[src/rtl/enemy_spawner.sv]
// enemy_spawner: obstacle slot pool with LFSR-randomised spawn gaps.
// Spawns obstacles at the right edge, moves them left on every game step,
// and retires them when they reach the left edge.
module enemy_spawner #(
    parameter int          SLOTS    = 4,
    parameter int          XW       = 10,
    parameter int          SCREEN_X = 640,
    parameter int          TW       = 2,
    parameter int          MIN_GAP  = 40,
    parameter int          GW       = 6,
    parameter logic [15:0] SEED     = 16'hACE1
) (
    input  logic                  clock,
    input  logic                  rst,
    input  logic                  tick,
    input  logic                  run,
    input  logic                  clear,
    input  logic [3:0]            speed,
    output logic [SLOTS-1:0]      obj_active,
    output logic [SLOTS*XW-1:0]   obj_x,
    output logic [SLOTS*TW-1:0]   obj_type,
    output logic                  spawn_pulse,
    output logic [15:0]           spawn_count
);

    // A zero seed would lock the LFSR up, so it is replaced.
    localparam logic [15:0] LFSR_INIT = (SEED == 16'h0000) ? 16'hACE1 : SEED;
    localparam logic [15:0] LFSR_MASK = 16'hB400;
    localparam int          MGW       = $clog2(MIN_GAP + 1);
    // One extra bit so MIN_GAP + max random addend cannot overflow.
    localparam int          GAPW      = ((GW > MGW) ? GW : MGW) + 1;

    logic [SLOTS-1:0]    active_q, active_d;
    logic [SLOTS*XW-1:0] x_q, x_d;
    logic [SLOTS*TW-1:0] type_q, type_d;
    logic                pulse_q, pulse_d;
    logic [15:0]         count_q, count_d;
    logic [GAPW-1:0]     gap_q, gap_d;
    logic [15:0]         lfsr_q, lfsr_d;

    logic                step;
    logic                found;
    logic [XW-1:0]       speed_ext;

    // Next-state: LFSR free-runs; slots and gap counter change only on clear or step.
    always_comb begin
        lfsr_d    = {1'b0, lfsr_q[15:1]} ^ (lfsr_q[0] ? LFSR_MASK : 16'h0000);
        active_d  = active_q;
        x_d       = x_q;
        type_d    = type_q;
        pulse_d   = 1'b0;
        count_d   = count_q;
        gap_d     = gap_q;
        found     = 1'b0;
        step      = tick & run & ~clear;
        speed_ext = XW'(speed);

        if (clear) begin
            active_d = '0;
            x_d      = '0;
            type_d   = '0;
            gap_d    = GAPW'(MIN_GAP);
        end else if (step) begin
            // Move every live slot using pre-step state; retire instead of wrapping.
            for (int i = 0; i < SLOTS; i++) begin
                if (active_q[i]) begin
                    if (x_q[i*XW +: XW] >= speed_ext) begin
                        x_d[i*XW +: XW] = x_q[i*XW +: XW] - speed_ext;
                    end else begin
                        active_d[i]     = 1'b0;
                        x_d[i*XW +: XW] = '0;
                    end
                end
            end

            if (gap_q != '0) begin
                gap_d = gap_q - GAPW'(1);
            end else begin
                // Lowest free slot in pre-step state; a slot retiring this step is not free yet.
                for (int i = 0; i < SLOTS; i++) begin
                    if (!found && !active_q[i]) begin
                        found           = 1'b1;
                        active_d[i]     = 1'b1;
                        x_d[i*XW +: XW] = XW'(SCREEN_X);
                        type_d[i*TW +: TW] = lfsr_q[TW-1:0];
                    end
                end
                // Without a free slot the gap stays at zero and the spawn retries next step.
                if (found) begin
                    gap_d   = GAPW'(MIN_GAP) + GAPW'(lfsr_q[GW-1:0]);
                    count_d = count_q + 16'd1;
                    pulse_d = 1'b1;
                end
            end
        end
    end

    // State registers with synchronous reset overriding all other inputs.
    always_ff @(posedge clock) begin
        if (rst) begin
            active_q <= '0;
            x_q      <= '0;
            type_q   <= '0;
            pulse_q  <= 1'b0;
            count_q  <= 16'h0000;
            gap_q    <= GAPW'(MIN_GAP);
            lfsr_q   <= LFSR_INIT;
        end else begin
            active_q <= active_d;
            x_q      <= x_d;
            type_q   <= type_d;
            pulse_q  <= pulse_d;
            count_q  <= count_d;
            gap_q    <= gap_d;
            lfsr_q   <= lfsr_d;
        end
    end

    assign obj_active  = active_q;
    assign obj_x       = x_q;
    assign obj_type    = type_q;
    assign spawn_pulse = pulse_q;
    assign spawn_count = count_q;

endmodule

[config.mk]
export PLATFORM = sky130hd
export DESIGN_NAME = enemy_spawner
export DESIGN_NICKNAME = d
export VERILOG_FILES = /design/src/rtl/enemy_spawner.sv
export SDC_FILE = /design/constraint.sdc
export NUM_CORES = 1
export LEC_CHECK = 0
export CORE_MARGIN = 3
export CORE_UTILIZATION = 40
export DETAILED_ROUTE_END_ITERATION = 10
export PLACE_DENSITY_LB_ADDON = 0.25
export SLEW_MARGIN = 20
export SYNTH_ARGS = -nofsm -noshare
export SYNTH_HDL_FRONTEND = slang
export SYNTH_SLANG_ARGS = --single-unit
[constraint.sdc]
create_clock -name clock -period 2.9 [get_ports clock]
set_input_delay 0.29 -clock clock [delete_from_list [all_inputs] [get_ports clock]]
set_output_delay 0.29 -clock clock [all_outputs]
set_load 0.005 [all_outputs]
### Word-level counts from Yosys, hierarchy flattened

Cells that the tools add are included.
Widths: inputs -> output; s select.

| operators by class | value |
|---|---|
| $add $sub $neg | 7 |
| magnitude comparators | 4 |
| mux-type cells | 46 |
| bitwise operators | 7 |
| reductions and logical operators | 19 |

Operators by type and width:

| operator | number |
|---|---|
| $mux 10 | 12 |
| $ge 10x4->1 | 4 |
| $mux 40 | 1 |
| $sub 10x4->10 | 4 |
| $mux 1 | 29 |
| $add 16x1->16 const B | 1 |
| $mux 16 | 1 |
| $xor 15x16->16 | 1 |
| $mux 7 | 2 |
| $reduce_and 3->1 | 4 |
| $add 6x6->7 const A | 1 |
| $reduce_bool 7->1 | 1 |
| $sub 7x1->7 const B | 1 |
| $logic_not 1->1 | 6 |
| $mux 4 | 1 |
| $not 1->1 | 4 |
| $reduce_and 4->1 | 1 |
| $reduce_or 4->1 | 1 |
| $logic_and 1x1->1 | 3 |
| $and 1x1->1 | 2 |
| $reduce_and 2->1 | 1 |
| $reduce_bool 2->1 | 1 |
| $reduce_or 2->1 | 1 |

| storage, ports and cells | value |
|---|---|
| register bits after elaboration | 92 |
| bits of input ports | 9 |
| output and inout port bits | 69 |
| logic and storage cells | 93 |

### Longest topological paths before layout

| depth | value |
|---|---|
| word-level depth | 24 |
| gate-level depth with buffers | 9 |
| gate-level depth less buffers | 9 |

### Worst setup path before layout

Ideal clock, no wire load.

| timing | value |
|---|---|
| path type | reg-to-reg |
| start | register x_q[30] (netlist: obj_x[30]) |
| end | register x_q[35] (netlist: obj_x[35]) |
| library setup time | 0.062 ns |
| arrival | 2.234 ns |
| slack | 0.604 ns |
| cell stages (with the launch flop) | 9 |
| path buffers | 0 |
| clock period less this slack | 2.296 ns |
| path through | dfxtp_1 > inv_1 > ha_1 > fa_1 > nand2b_1 > o2bb2ai_1 > a311oi_2 > or4b_1 > nand3_1 |

| between the ends | value |
|---|---|
| cells in the longest elaborated chain, start to end | 5 |
| elaborated cells between the ends (all ways) | 6 |

RTL lines:

| item | RTL line | RTL |
|---|---|---|
| start, declared | 34 | `logic [SLOTS*XW-1:0] x_q, x_d;` |
| start signal, assigned | 102 | `x_q <= '0;` |
| start signal, assigned | 110 | `x_q <= x_d;` |
| $sub 10x4->10 / $ge 10x4->1 (equally long branches) | 68, 67 |  |
| $mux 10 * | 67 | `if (x_q[i*XW +: XW] >= speed_ext) begin` |
| $mux 10 * | 66 | `if (active_q[i]) begin` |
| $mux 10 | 81 | `if (!found && !active_q[i]) begin` |
| $mux 40 * | 76 | `if (gap_q != '0) begin` |

Every way passes the cells marked *; elsewhere a longest branch is shown, timed or not.
A chain may end at the register's enable or synchronous reset.

### Final worst setup path

| timing | value |
|---|---|
| start | input port speed[1] |
| end | register x_q[8] (netlist: obj_x[8]) |

| between the ends | value |
|---|---|
| cells in the longest elaborated chain, start to end | 5 |
| elaborated cells between the ends (all ways) | 6 |

RTL lines:

| item | RTL line | RTL |
|---|---|---|
| start, declared | 18 | `input logic [3:0] speed,` |
| $sub 10x4->10 / $ge 10x4->1 (equally long branches) | 68, 67 |  |
| $mux 10 * | 67 |  |
| $mux 10 * | 66 |  |
| $mux 10 | 81 |  |
| $mux 40 * | 76 |  |

Marks and branches as above.

==> impl_metrics.env <==
export IMPL_synth_top_family_by_area="simple AND/OR/NAND/NOR gates"
export IMPL_num_vias=4569
export IMPL_ctsHoldBuffers=0
export IMPL_slew_headroom_pct=41.1
export IMPL_rsz0062_at_grt="no"
export IMPL_die_area_um2=13400
export IMPL_grt_pass1_wl_um=21300
export IMPL_path_cells="clkdlybuf4s50_1 > inv_1 > fa_1 > a21o_1 > a21boi_0 > nand4_1 > or3b_2 > a21oi_1"
export IMPL_synth_area_um2=4820
export IMPL_cp_end_kind="register"
export IMPL_synth_distinct_cells=72
export IMPL_die_w_um=116
export IMPL_fmax_ghz=0.398
export IMPL_combPwrFrac_pct=8.1
export IMPL_clock_skew_ps=6.81
export IMPL_p_per_area_nw_per_um2=478
export IMPL_most_common_layout_cells="dfxtp_1 (92), clkdlybuf4s50_1 (77), nand2_1 (46), nor2_1 (44), a21oi_1 (37)"
export IMPL_gp_congestion=0.939
export IMPL_syn_inst=558
export IMPL_ant_nets=0
export IMPL_num_rows=39
export IMPL_start_kind="input pin"
export IMPL_yosysTopAreaCell="dfxtp_1"
export IMPL_clockBufferDepth=2
export IMPL_post_route_period_util_pct=86.6
export IMPL_crit_type="in -> reg"
export IMPL_netlist_area_leader_share_pct=38.2
export IMPL_drive_gt1_share_pct=9.49
export IMPL_syn_avg_cell_area_um2=8.64
export IMPL_hold_path_startpoint="lfsr_q[12]$_SDFF_PP0_"
export IMPL_final_common_cell="dfxtp_1"
export IMPL_synth_mux_area_share_pct=1.25
export IMPL_critPathMaxFanout=5
export IMPL_synth_compound_area_share_pct=20.3
export IMPL_reg2reg_from="obj_x[0]$_SDFFE_PP0P_"
export IMPL_fin_nets=681
export IMPL_reg2regPathDepth=9
export IMPL_hpwl_um=9330
export IMPL_min_path_cells=1
export IMPL_insertion_delay_ps=340
export IMPL_min_period_ps=2510
export IMPL_p_switching_uw=649
export IMPL_finalWorstSetupSlack_ps=390
export IMPL_r2r_slack_ps=550
export IMPL_yosysWarnings=0
export IMPL_cts_tree="done"
export IMPL_synth_async_reset_ratio_pct=0
export IMPL_tns_ps=0
export IMPL_synth_xor_xnor_area_share_pct=4.18
export IMPL_routed_wl_um=12800
export IMPL_cap_violations=0
export IMPL_synthTopCellsByArea="dfxtp_1 (38%), ha_1 (4.9%), a21oi_1 (3.8%)"
export IMPL_track_usage_pct=19.7
export IMPL_seq_power_share_pct=44.2
export IMPL_initial_utilization_pct=41.5
export IMPL_grt_pass1_vias=4387
export IMPL_clock_power_share_pct=47.7
export IMPL_synthAdderAreaFrac_pct=6.59
export IMPL_portBuffers=77
export IMPL_antenna_found_initial=0
export IMPL_drt_pass1_iter_count=5
export IMPL_avgViaCountPerCell=5.74
export IMPL_cts_sinks=92
export IMPL_wire_per_inst_um=16.1
export IMPL_synthesis_nets=590
export IMPL_grt_max_degree=33
export IMPL_worst_pin_slew_ps=875
export IMPL_n_antenna_cell=0
export IMPL_numCtsBuffers=9
export IMPL_root_buffer="clkbuf_16"
export IMPL_swShare_pct=21.9
export IMPL_clkTransAtPathRegs_ps=60
export IMPL_cts_setup_buffers=0
export IMPL_grt_overflow=0
export IMPL_synth_simple_gate_area_share_pct=25.7
export IMPL_post_place_ws_ps=53.7
export IMPL_r2r_end="obj_x[8]$_SDFFE_PP0P_"
export IMPL_synth_enable_flop_cells=0
export IMPL_peakVddDrop_v=0.000325
export IMPL_slowest_stage="clkdlybuf4s50_1"
export IMPL_cts_resized=0
export IMPL_synth_main_ff_cell="dfxtp_1"
export IMPL_intPower_mw=2.32
export IMPL_status="completed"
export IMPL_die_h_um=116
export IMPL_holdWs_ps=414
export IMPL_coreArea_um2=11600
export IMPL_htree_levels=3
export IMPL_cp_slowest_stage_delay_ps=520
export IMPL_slew_violations=0
export IMPL_ioPinCount=78
export IMPL_ys_seq_elements=92
export IMPL_area_delta_synth_final_pct=28.6
export IMPL_cp_data_required_time_ps=3170
export IMPL_setup_violations=0
export IMPL_cp_arrival_ps=2780
export IMPL_seq_area_frac_synth_pct=38.2
export IMPL_remaining_drc_errors=0
export IMPL_finalHoldViolations=0
export IMPL_p_leak_nw=2.34
export IMPL_min_path_type="reg -> reg"
export IMPL_whs_endpoint="lfsr_q[11]$_SDFF_PP1_"
export IMPL_drtIter0Drc=279
## layout make-up
cell class / instances / area [um^2]
clock inverter: 5 / 125
tap: 143 / 179
timing repair buffer: 101 / 951
inverter: 22 / 82.6
sequential: 92 / 1840
multi-input combinational: 423 / 2790
clock buffer: 10 / 229
fill: 1083 / 5410
## cells in the mapped netlist (all sizes together) (4+ instances only)
cell,count
o21a,6
nand4,9
a21o,4
or4,6
fa,4
or4b,4
nor2,45
a31oi,10
nor3,22
inv,22
buf,5
o2bb2ai,6
or2,10
clkbuf,16
nand2,46
nand2b,7
nor2b,14
nor4,8
xnor2,15
a22o,9
nand3,25
and3,4
o21ai,29
dfxtp,92
mux2i,6
o31ai,4
nand3b,5
or3,8
xor2,8
ha,19
a21oi,37
## layer usage
layer	track usage [%]	routed length, um	part of all wire, %	up-vias
li1	-	-	-	2233
met1	26.3	5950	46	2161
met2	30.8	5820	45	150
met3	4.28	696	5.4	25
met4	8.43	347	2.7	0
met5	0	0	0	-
## state kept, by name, summed over array words and instances (netlist names)
name         cells
obj_x           40
gap_q            7
lfsr_q          16
spawn_pulse      1
obj_active       4
obj_type         8
spawn_count     16
## per-stage QoR
stage / power, mW / area, um^2 / utilization (%) / instances
2_1_floorplan: 1.49 / 4820 / - / 558
5_1_grt: 3.08 / 6200 / 53.4 / 796
3_3_place_gp: 1.57 / 5850 / 50.4 / 781
4_1_cts: 2.99 / 6200 / 53.4 / 796
6_report: 2.97 / 6200 / 53.4 / 796
3_5_place_dp: 1.58 / 5850 / 50.4 / 781
## worst max-delay path: cells and delay by family
family / cells / cell delay, ps
adders and majority gates: 1 / 490
buffers and inverters: 2 / 700
and+or+nand+nor: 2 / 690
AOI/OAI and AO/OA: 3 / 610
## worst max path at each step
stage                            from                     end  slack [ps]
2_1_floorplan  obj_x[30]$_SDFFE_PP0P_  obj_x[35]$_SDFFE_PP0P_         600
3_3_place_gp                 speed[1]  obj_x[17]$_SDFFE_PP0P_          90
3_5_place_dp                 speed[1]  obj_x[17]$_SDFFE_PP0P_          50
4_1_cts                      speed[1]   obj_x[8]$_SDFFE_PP0P_         410
5_1_grt                      speed[1]  obj_x[23]$_SDFFE_PP0P_         240
6_report                     speed[1]   obj_x[8]$_SDFFE_PP0P_         390
## logic make-up (layout without fill, tap and decap cells)
family | Yosys count | after routing
AND/OR/NAND/NOR | 226 | 226
AO/OA/AOI/OAI | 145 | 145
flip-flops | 92 | 92
buffers and inverters | 43 | 138
adder cells (fa/ha/maj) | 23 | 23
XOR/XNOR | 23 | 23
multiplexers | 6 | 6
## power by group through the flow
stage	Clock (mW)	Sequential (mW)	Combinational, mW
floorplan	0	1.33	0.156
global placement	0	1.34	0.232
detailed placement	0	1.34	0.237
CTS	1.44	1.31	0.239
global route	1.50	1.32	0.267
finish	1.41	1.31	0.240
(Power assumes the default switching activity.)
